$ cat src/rtl/uart_rx_oversample.sv
`timescale 1ns/1ps
// UART 8N1 receiver: 2-FF input sync, fractional oversample tick, 3-sample majority per bit.
// Emits one-clk Done / Frame_Err pulses; a line held low (break) yields a single error.
module uart_rx_oversample #(
  parameter int unsigned CLOCK_RATE    = 25000000,
  parameter int unsigned BAUD_RATE     = 115200,
  parameter int unsigned RX_OVERSAMPLE = 16
) (
  input  logic       clk,
  input  logic       reset_n,
  input  logic       i_Rx_Data,
  output logic [7:0] o_Rx_Byte,
  output logic       o_Rx_Done,
  output logic       o_Rx_Busy,
  output logic       o_Frame_Err
);
  localparam int unsigned   TW       = $clog2(RX_OVERSAMPLE);
  localparam logic [31:0]   ACC_INC  = 32'(BAUD_RATE * RX_OVERSAMPLE);
  localparam logic [31:0]   ACC_MOD  = 32'(CLOCK_RATE);
  localparam logic [TW-1:0] IDX_LO   = TW'(RX_OVERSAMPLE / 2 - 1);
  localparam logic [TW-1:0] IDX_MID  = TW'(RX_OVERSAMPLE / 2);
  localparam logic [TW-1:0] IDX_HI   = TW'(RX_OVERSAMPLE / 2 + 1);
  localparam logic [TW-1:0] IDX_LAST = TW'(RX_OVERSAMPLE - 1);

  typedef enum logic [2:0] {IDLE, START, DATA, STOP, BREAK} state_t;
  state_t state, state_nxt;

  logic          rx_meta, rx_s, rx_prev;
  logic [31:0]   acc, acc_sum;
  logic          tick;
  logic [TW-1:0] tick_cnt;
  logic [2:0]    bit_cnt;
  logic          s_lo, s_mid;
  logic [7:0]    shreg;
  logic          start_edge, at_lo, at_mid, at_hi, at_last, maj;
  logic          done_nxt, err_nxt;

  always_ff @(posedge clk or negedge reset_n) begin
    if (!reset_n) begin
      rx_meta <= 1'b1;
      rx_s    <= 1'b1;
      rx_prev <= 1'b1;
    end else begin
      rx_meta <= i_Rx_Data;
      rx_s    <= rx_meta;
      rx_prev <= rx_s;
    end
  end

  assign start_edge = (state == IDLE) && rx_prev && !rx_s;
  assign acc_sum    = acc + ACC_INC;

  // Fractional accumulator: average tick rate is exact; cleared on the start edge to phase-align bits.
  always_ff @(posedge clk or negedge reset_n) begin
    if (!reset_n) begin
      acc  <= '0;
      tick <= 1'b0;
    end else if (start_edge) begin
      acc  <= '0;
      tick <= 1'b0;
    end else if (acc_sum >= ACC_MOD) begin
      acc  <= acc_sum - ACC_MOD;
      tick <= 1'b1;
    end else begin
      acc  <= acc_sum;
      tick <= 1'b0;
    end
  end

  assign at_lo   = tick && (tick_cnt == IDX_LO);
  assign at_mid  = tick && (tick_cnt == IDX_MID);
  assign at_hi   = tick && (tick_cnt == IDX_HI);
  assign at_last = tick && (tick_cnt == IDX_LAST);
  // Third sample is taken live at the IDX_HI tick, so the vote is ready on that same cycle.
  assign maj     = (s_lo & s_mid) | (s_lo & rx_s) | (s_mid & rx_s);

  always_ff @(posedge clk or negedge reset_n) begin
    if (!reset_n) begin
      tick_cnt <= '0;
      bit_cnt  <= '0;
      s_lo     <= 1'b0;
      s_mid    <= 1'b0;
      shreg    <= '0;
    end else begin
      if (start_edge)   tick_cnt <= '0;
      else if (at_last) tick_cnt <= '0;
      else if (tick)    tick_cnt <= tick_cnt + TW'(1);

      if (start_edge)                    bit_cnt <= '0;
      else if (state == DATA && at_last) bit_cnt <= bit_cnt + 3'd1;

      if (at_lo)  s_lo  <= rx_s;
      if (at_mid) s_mid <= rx_s;

      if (state == DATA && at_hi) shreg <= {maj, shreg[7:1]};
    end
  end

  always_ff @(posedge clk or negedge reset_n) begin
    if (!reset_n) state <= IDLE;
    else          state <= state_nxt;
  end

  always_comb begin
    state_nxt = state;
    case (state)
      IDLE:  if (start_edge) state_nxt = START;
      START: begin
        if (at_hi && maj) state_nxt = IDLE;
        else if (at_last) state_nxt = DATA;
      end
      DATA:  if (at_last && bit_cnt == 3'd7) state_nxt = STOP;
      STOP:  if (at_hi) state_nxt = maj ? IDLE : BREAK;
      BREAK: if (rx_s) state_nxt = IDLE;
      default: state_nxt = IDLE;
    endcase
  end

  always_comb begin
    done_nxt = 1'b0;
    err_nxt  = 1'b0;
    if (state == STOP && at_hi) begin
      done_nxt = maj;
      err_nxt  = !maj;
    end
  end

  always_ff @(posedge clk or negedge reset_n) begin
    if (!reset_n) begin
      o_Rx_Byte   <= 8'h00;
      o_Rx_Done   <= 1'b0;
      o_Frame_Err <= 1'b0;
      o_Rx_Busy   <= 1'b0;
    end else begin
      o_Rx_Done   <= done_nxt;
      o_Frame_Err <= err_nxt;
      o_Rx_Busy   <= (state_nxt != IDLE);
      if (done_nxt) o_Rx_Byte <= shreg;
    end
  end
endmodule

$ cat config.mk
export PLATFORM = sky130hd
export DESIGN_NAME = uart_rx_oversample
export DESIGN_NICKNAME = d
export VERILOG_FILES = /design/src/rtl/uart_rx_oversample.sv
export SDC_FILE = /design/constraint.sdc
export NUM_CORES = 1
export LEC_CHECK = 0
export BUFFER_PORTS_ARGS = -buffer_cell sky130_fd_sc_hd__buf_2
export CORE_ASPECT_RATIO = 0.9
export CORE_MARGIN = 4
export CORE_UTILIZATION = 55
export DETAILED_ROUTE_END_ITERATION = 16
export GPL_TIMING_DRIVEN = 0
export PLACE_DENSITY = 0.72
export SLEW_MARGIN = 20
export SYNTH_ARGS = -nofsm -noshare
export SYNTH_HDL_FRONTEND = slang
export SYNTH_SLANG_ARGS = --single-unit
export TNS_END_PERCENT = 1
$ cat constraint.sdc
create_clock -name clk -period 7.3 [get_ports clk]
set_input_delay 0.73 -clock clk [delete_from_list [all_inputs] [get_ports clk]]
set_output_delay 0.73 -clock clk [all_outputs]
set_load 0.005 [all_outputs]
==> results of run 1 <==
==> worst max-delay path, cell delays in order, from the launching register on <==
cell and delay (ns):
dfrtp_1 0.34, clkbuf_1 0.31, inv_1 0.09, ha_1 0.33, nor4bb_1 0.36, a21boi_0 0.21
o21ai_0 0.57, nand2_1 0.19, o21a_1 0.29, and3_1 0.20, nor3_1 0.15
==> area by class of cell <==
type	instances	area (um^2)	share of cell area (%)
sequential	61	1530	37.9
buffer	18	103	2.54
timing repair buffer	13	67.6	1.67
inverter	10	37.5	0.931
clock inverter	3	67.6	1.67
clock buffer	13	169	4.19
multi-input combinational	288	1950	48.4
tap	87	109	2.70
==> routing by layer <==
metal  wire length, um  track usage (%)  vias up  share of wire [%]
li1                  -                -     1435                  -
met1              3650             30.2     1418                 47
met2              3590             33.1       80                 46
met3               438             4.52       12                5.6
met4               119             6.82        0                1.5
met5                 0                0        -                  0
==> cell families (layout without fill, tap and decap cells) <==
group	after synthesis	count (layout)
and+or+nand+nor	162	162
AOI/OAI and AO/OA	86	86
DFF	61	61
buffers and inverters	28	57
muxes	16	16
xor gates and xnor gates	14	14
adders and majority gates	10	10
==> where the power goes <==
part	leakage, nW	internal (mW)	switching [mW]
Sequential	0.767	0.446	0.116
Clock	0.116	0.220	0.131
Combinational	0.926	0.354	0.505
==> Yosys cell counts, types with 7 or more instances <==
library cell | number | area [um^2]
nor2_1 | 24 | 90.1
a21oi_1 | 22 | 110
xor2_1 | 8 | 70.1
nand2_1 | 53 | 199
dfrtp_1 | 58 | 1450
o21ai_0 | 10 | 50.1
clkbuf_1 | 9 | 33.8
or3_1 | 8 | 50.1
nand3_1 | 15 | 75.1
mux2_2 | 12 | 135
inv_1 | 9 | 33.8
ha_1 | 9 | 113
and3_1 | 7 | 43.8
nand4_1 | 8 | 50.1
nor3_1 | 13 | 65.1
==> layout by cell type, fill, tap and decap left out, drive strengths merged, types with 4 or more instances in the layout <==
master	count
a211oi	4
nor2	24
nor3b	4
dfrtp	58
inv	9
ha	9
clkbuf	23
o21ai	14
mux2i	4
a31o	4
nand2b	4
o21a	6
nor3	15
o2111ai	4
buf	21
nand2	53
a21oi	22
nand4	10
nand3	15
mux2	12
and3	7
xnor2	6
xor2	8
or3	8
a2111oi	4
==> sequential cells by signal, summed over array words and instances, names as in the netlist <==
| register | flops |
|---|---|
| state | 3 |
| bit_cnt | 3 |
| o_Rx_Byte | 8 |
| shreg | 8 |
| tick | 1 |
| s_mid | 1 |
| tick_cnt | 4 |
| o_Rx_Done | 1 |
| acc | 26 |
| o_Rx_Busy | 1 |
| rx_prev | 1 |
| rx_s | 1 |
| s_lo | 1 |
| rx_meta | 1 |
| o_Frame_Err | 1 |
==> through the flow <==
step	hold WS (ns)	worst slack (ns)	std cells	power (mW)	utilization, %
2_1_floorplan	0.345	4.76	377	1.23	-
3_3_place_gp	0.346	4.30	477	1.38	60.7
3_5_place_dp	0.350	4.21	477	1.42	60.8
4_1_cts	0.361	4.20	493	1.77	64.5
5_1_grt	0.366	3.83	493	1.92	64.5
6_report	0.359	4.19	493	1.77	64.5
==> how the worst min path moves through the flow <==
| stage | from | to | slack (ns) | depth (start not counted) |
|---|---|---|---|---|
| after floorplan | rx_meta$_DFF_PN1_ | rx_s$_DFF_PN1_ | 0.35 | 0 |
| after global placement | rx_meta$_DFF_PN1_ | rx_s$_DFF_PN1_ | 0.35 | 0 |
| after detailed placement | rx_meta$_DFF_PN1_ | rx_s$_DFF_PN1_ | 0.35 | 0 |
| after CTS | rx_meta$_DFF_PN1_ | rx_s$_DFF_PN1_ | 0.36 | 0 |
| after global routing | rx_meta$_DFF_PN1_ | rx_s$_DFF_PN1_ | 0.37 | 0 |
| final | rx_meta$_DFF_PN1_ | rx_s$_DFF_PN1_ | 0.36 | 0 |
==> impl_results.md, run 1 <==
- CTS tree: done
- Total Routing Usage GR: 21.4%
- Via Count: a little under 3000
- Routed WL: 7800 um
- Required @ worst endpoint: ~7.6 ns
- RSZ-0062 raised after global routing: no
- Worst Setup EP: acc[26]$_DFF_PN0_
- GR Overflow Total: 0
- Final Hold Fails: 0
- CTS root buf: clkbuf_8
- Worst Skew: ~0.0081 ns
- Worst-Skew Late Latency: between 0.3 and 0.4 ns
- Post-synthesis sequential area ratio: a little over two fifths
- Final period util: a little over two fifths
- Port bufs: 13
- DR iter-0 viols: between 200 and 250
- Initial antenna violation count: 0
- Top_reg_cell synth: dfrtp_1
- Max-cap check violation count: 0
- FMAX: 0.321 GHz
- Worst setup path category: register to register
- DIE HEIGHT: around 85 um
- DR DRC count: 0
- Post-Synth Adder-Cell Area: between 3 and 4%
- Synth Area per Inst: around 9.6 um^2
- Worst hold path type: register to register
- FP Rows: 27
- DR vias/cell: between 5 and 6
- Pre-Repair DR Iteration Count: 5
- N_diodes: 0
- Number of enable flip-flop cells after synthesis: 0
- Yosys reg bits: 61
- Sink Count: 61
- CP endpoint kind: register
- First-pass GRT wire length: about 13000 um
- Antenna viol nets, final: 0
- Synth warn: 0
- Post-DP Area: 3800 um^2
- Post-synthesis net count: slightly below 400
- Layout filler cell count: slightly above 500
- Placer Congestion: ~0.86
- Die ar.: slightly below 8000 um^2
- Final setup TNS: 0 ns
- Max VDD drop: approximately 0.25 mV
- Critical path launch point: acc[13]$_DFF_PN0_
- Synth async-reset ratio: 100%
- Hpwl dp: about 5600 um
- Htree depth: 3
- Synth Area in Simple Gates: 24.5%
- Rel. slew slack: ~50%
- Vias in the first global route: about 2800
- Compound-cell area share of the yosys netlist: ~18%
- Num CTS Buffers: 9
- Power Dens Cells: around 440 nW/um^2
- R2R setup slack: about 4.2 ns
- Main combinational cell family by area after synthesis: simple AND/OR/NAND/NOR gates
- Tmin final: a little over 3 ns
- Initial Util: between 50 and 60%
- Die X: a little over 90 um
- Pleak: around 1.8 nW
- Reg2reg path depth: 10
- Share of layout cells above drive strength 1: 17.0%
- Final Max Slew Viols: 0
- Layout area overhead: 11.4%
- Cells after Synth: around 380
- Worst slew pin tran: approximately 0.76 ns
- Xor/xnor share of the synthesized area: 3.39%
- Core Region: between 6000 and 7000 um^2
- CP max FO: 8
- Boundary pin count: 14
- Mux cell area share after synthesis: between 4 and 5%
- Reg2reg start: acc[13]$_DFF_PN0_
- Status: completed
- Largest net degree at the start of global routing: a little over 60
- Mapped cell area: 3620 um^2
- Clock tree buffer depth: 2
- Hold_buf cts: 0
- Final Setup Violations: 0
- Worst EP arrival: about 3.4 ns
- Reg clk slew, reported paths: 0.07 ns
- FF-to-FF End: acc[26]$_DFF_PN0_
- Layout net count: about 410
- Post-route cell area: about 4000 um^2
- DR WL/cell: approximately 16 um
- Worst Setup Start Kind: register
- Netlist cell types: slightly below 70
- Post-CTS sizing: 0
- Post-CTS setup buffer count: 0
Note: power is estimated with default switching activity, not from simulation.
==> run 2, diff against run 1 <==
ABC_AREA = 1   (was default)
clock period = 2.9 ns   (was 7.3 ns; I/O delays follow)
==> run 2 against run 1 <==
  * Die area increased by 3.3%
  * Combinational power increased to 3.0 times the previous value
  * Sequential share of layout area decreased by 0.92 points
  * Clock skew increased by 0.00076 ns
  * Via count increased by 12%
  * Hold slack got worse by 0.34 ns
  * Highest routed layer unchanged
  * Area after synthesis increased by 3.6%
  * Sequential power increased by 150%
  * Power increased to 2.7 times the previous value
  * Global-route usage decreased by 0.24 points
  * Cell count increased by 30%
  * Largest power group unchanged
  * Flip-flop and latch count unchanged
==> impl_results.md, run 2 <==
- Status: completed
- Rel. slew slack: 50.2%
- Share of total power in the clock network: between 15 and 20%
- NetSw: about 2.2 mW
- Main combinational cell family by area after synthesis: simple AND/OR/NAND/NOR gates
- N_diodes: 0
- Htree depth: 3
- Slowest CP cell: dfrtp_1
- Synth Area in Simple Gates: a little under two fifths
- CP max FO: 10
- Final setup TNS: 0 ns
- Die ar.: slightly above 8000 um^2
- Logic gate share of total power: around 54%
- Commonest non-fill, non-tap cell in the layout: nand2_1
- Boundary pin count: 14
- Number of enable flip-flop cells after synthesis: 0
- RSZ-0062 raised after global routing: no
- Worst hold path type: input port to async pin
- Port bufs: 13
- Max-cap check violation count: 0
- DR WL/cell: 12.0 um
- Num CTS Buffers: 9
- Post-route cell area: roughly 4100 um^2
- Internal Power: 2.51 mW
- Pre-Repair DR Iteration Count: 5
- Top-count cell post-synth: nand2_1
- DIE HEIGHT: around 86 um
- DR iter-0 viols: about 180
- Die X: between 90 and 100 um
- Synth top area cells: dfrtp_1 (39%), nand2_1 (14%), nand3_1 (7.5%), inv_1 (7.1%), nor2_1 (6.9%)
- Hold_buf cts: 0
- Layout net count: 558
- FMAX: approximately 0.41 GHz
- DR vias/cell: 5.14
- CP endpoint kind: register
- FP Rows: 28
- Worst path max stage delay: 0.43 ns
- Via Count: 3293
- R2R setup slack: 0.45 ns
- Worst slew pin tran: roughly 0.75 ns
- Netlist cell types: 39
- Post-CTS sizing: 0
- Top_reg_cell synth: dfrtp_1
- Worst Skew: between 0.008 and 0.009 ns
- Synth async-reset ratio: 100%
- Final Max Slew Viols: 0
- Initial Util: between 50% and 60%
- Post-CTS setup buffer count: 0
- Post-synthesis net count: 534
- Largest register FFs: 26
- Commonest cells in the netlist: nand2_1 (143), inv_1 (71), nor2_1 (69)
- Post-synthesis sequential area ratio: about two fifths
- Sink Count: between 60 and 70
- Mapped cell area: 3750 um^2
- Largest net degree at the start of global routing: 62
- Cells after Synth: about 520
- Final Hold Fails: 0
- DR DRC count: 0
- Tmin final: between 2 and 2.5 ns
- Worst setup path category: register to register
- Worst Setup Start Kind: register
- Worst-Skew Late Latency: 0.34 ns
- Reg clk slew, reported paths: 0.06 ns
- Switch share: between 40% and 50%
- Required @ worst endpoint: 3.11 ns
- Vias in the first global route: ~3100
- CTS tree: done
- Commonest non-fill, non-tap cells in the layout: nand2_1 (143), inv_1 (71), nor2_1 (69), dfrtp_1 (58), nand3_1 (56)
- Yosys reg bits: 61
- Total Routing Usage GR: roughly a fifth
- Layout area overhead: 10.2%
- Synth Area per Inst: 7.19 um^2
- Synth area leader: dfrtp_1
- Worst EP arrival: around 2.7 ns
- Placer Congestion: between 0.8 and 0.9
- Final period util: 84.5%
- Largest Register: acc
- Clock tree buffer depth: 2
- Share of layout cells above drive strength 1: 11.1%
- CTS root buf: clkbuf_8
- Core Region: around 6600 um^2
- Biggest regs: acc: 26 flops, o_Rx_Byte: 8 flops, shreg: 8 flops
- First-pass GRT wire length: between 10000 and 15000 um
- Hpwl dp: approximately 5800 um
- Max VDD drop: about 0.60 mV
- Crit-path cells: ha_1 -> nand2_1 -> inv_1 -> nand2_1 -> nand2_2 -> nand3_2 -> inv_1 -> a21o_1 -> nand2_1 -> nand3_1 -> nor2_4 -> buf_2 -> nand3_1 -> nand2_1 -> nor2_1
- Antenna viol nets, final: 0
- Routed WL: approximately 7700 um
- GR Overflow Total: 0
- Pleak: about 2.2 nW
- Final Setup Violations: 0
- Compound-cell area share of the yosys netlist: under 10%
- Sequential power share: between 20% and 30%
- Post-Synth Adder-Cell Area: 3.27%
- Synth warn: 0
- Mux cell area share after synthesis: 0.867%
- Xor/xnor share of the synthesized area: under 10%
- Top cell type's share of synthesized area: about two fifths
- Cell seen most often among critical-path stages: nand2_1
- Power Dens Cells: approximately 1100 nW/um^2
- Post-DP Area: 3930 um^2
- Initial antenna violation count: 0
-- run 2: final cells by class --
type / instances / area (um^2)
Clock buffer: 12 / 155
Fill cell: 610 / 2450
Sequential cell: 61 / 1530
Clock inverter: 4 / 47.5
Tap cell: 90 / 113
Timing Repair Buffer: 13 / 67.6
Buffer: 12 / 67.6
Multi-Input combinational cell: 375 / 1880
Inverter: 74 / 278
-- run 2: worst max-delay path, delay by kind of cell (launching register included) --
kind	cells	cell delay, ns
fa+ha+maj	1	0.23
compound gates	1	0.15
flops	1	0.43
buf+inv	3	0.37
simple gates	10	1.13
-- run 2: path summary, 6_finish.rpt --
check                                  start                      end  depth (start not counted)
setup / recovery           acc[13]$_DFF_PN0_        acc[23]$_DFF_PN0_                         15
hold / removal                       reset_n  tick_cnt[2]$_DFFE_PN0P_                          1
setup reg to reg           acc[13]$_DFF_PN0_        acc[23]$_DFF_PN0_                         15
hold reg to reg            rx_meta$_DFF_PN1_           rx_s$_DFF_PN1_                          0
max in group asynchronous            reset_n        acc[23]$_DFF_PN0_                          1
min in group clk                   i_Rx_Data        rx_meta$_DFF_PN1_                          1
-- run 2: metrics by stage --
| stage | instances | utilization (%) | setup slack, ns | hold slack (ns) | total power, mW |
|---|---|---|---|---|---|
| final | 641 | 62.8 | 0.449 | 0.0144 | 4.72 |
| after global routing | 641 | 62.8 | 0.142 | 0.0228 | 5.22 |
| after CTS | 641 | 62.8 | 0.454 | 0.0283 | 4.74 |
| after detailed placement | 625 | 59.7 | 0.463 | 0.351 | 3.96 |
| after global placement | 625 | 59.7 | 0.497 | 0.345 | 3.88 |
| after floorplan | 522 | - | 0.826 | -0.00559 | 3.42 |
-- run 2: cells by family after synthesis --
| kind of cell | count (synthesis) |
|---|---|
| AND/OR/NAND/NOR | 313 |
| flip-flops | 61 |
| adder cells (fa/ha/maj) | 10 |
| multiplexers | 3 |
| AO/OA/AOI/OAI | 32 |
| buffers and inverters | 86 |
| XOR/XNOR | 17 |
-- run 2: power by group through the flow --
stage          combinational [mW]  sequential (mW)  clock [mW]
3_5_place_dp                 2.54             1.41           0
6_report                     2.55             1.40       0.768
3_3_place_gp                 2.48             1.40           0
2_1_floorplan                2.05             1.37           0
5_1_grt                      2.94             1.45       0.828
4_1_cts                      2.56             1.40       0.788
-- run 2: routing by layer --
| layer | up-vias | share of wire [%] | GRT usage (%) |
|---|---|---|---|
| met1 | 1533 | 50 | 29.0 |
| li1 | 1691 | - | - |
| met4 | 0 | 1.4 | 6.42 |
| met3 | 12 | 3.9 | 5.21 |
| met2 | 57 | 45 | 33.3 |
| met5 | - | 0 | 0 |
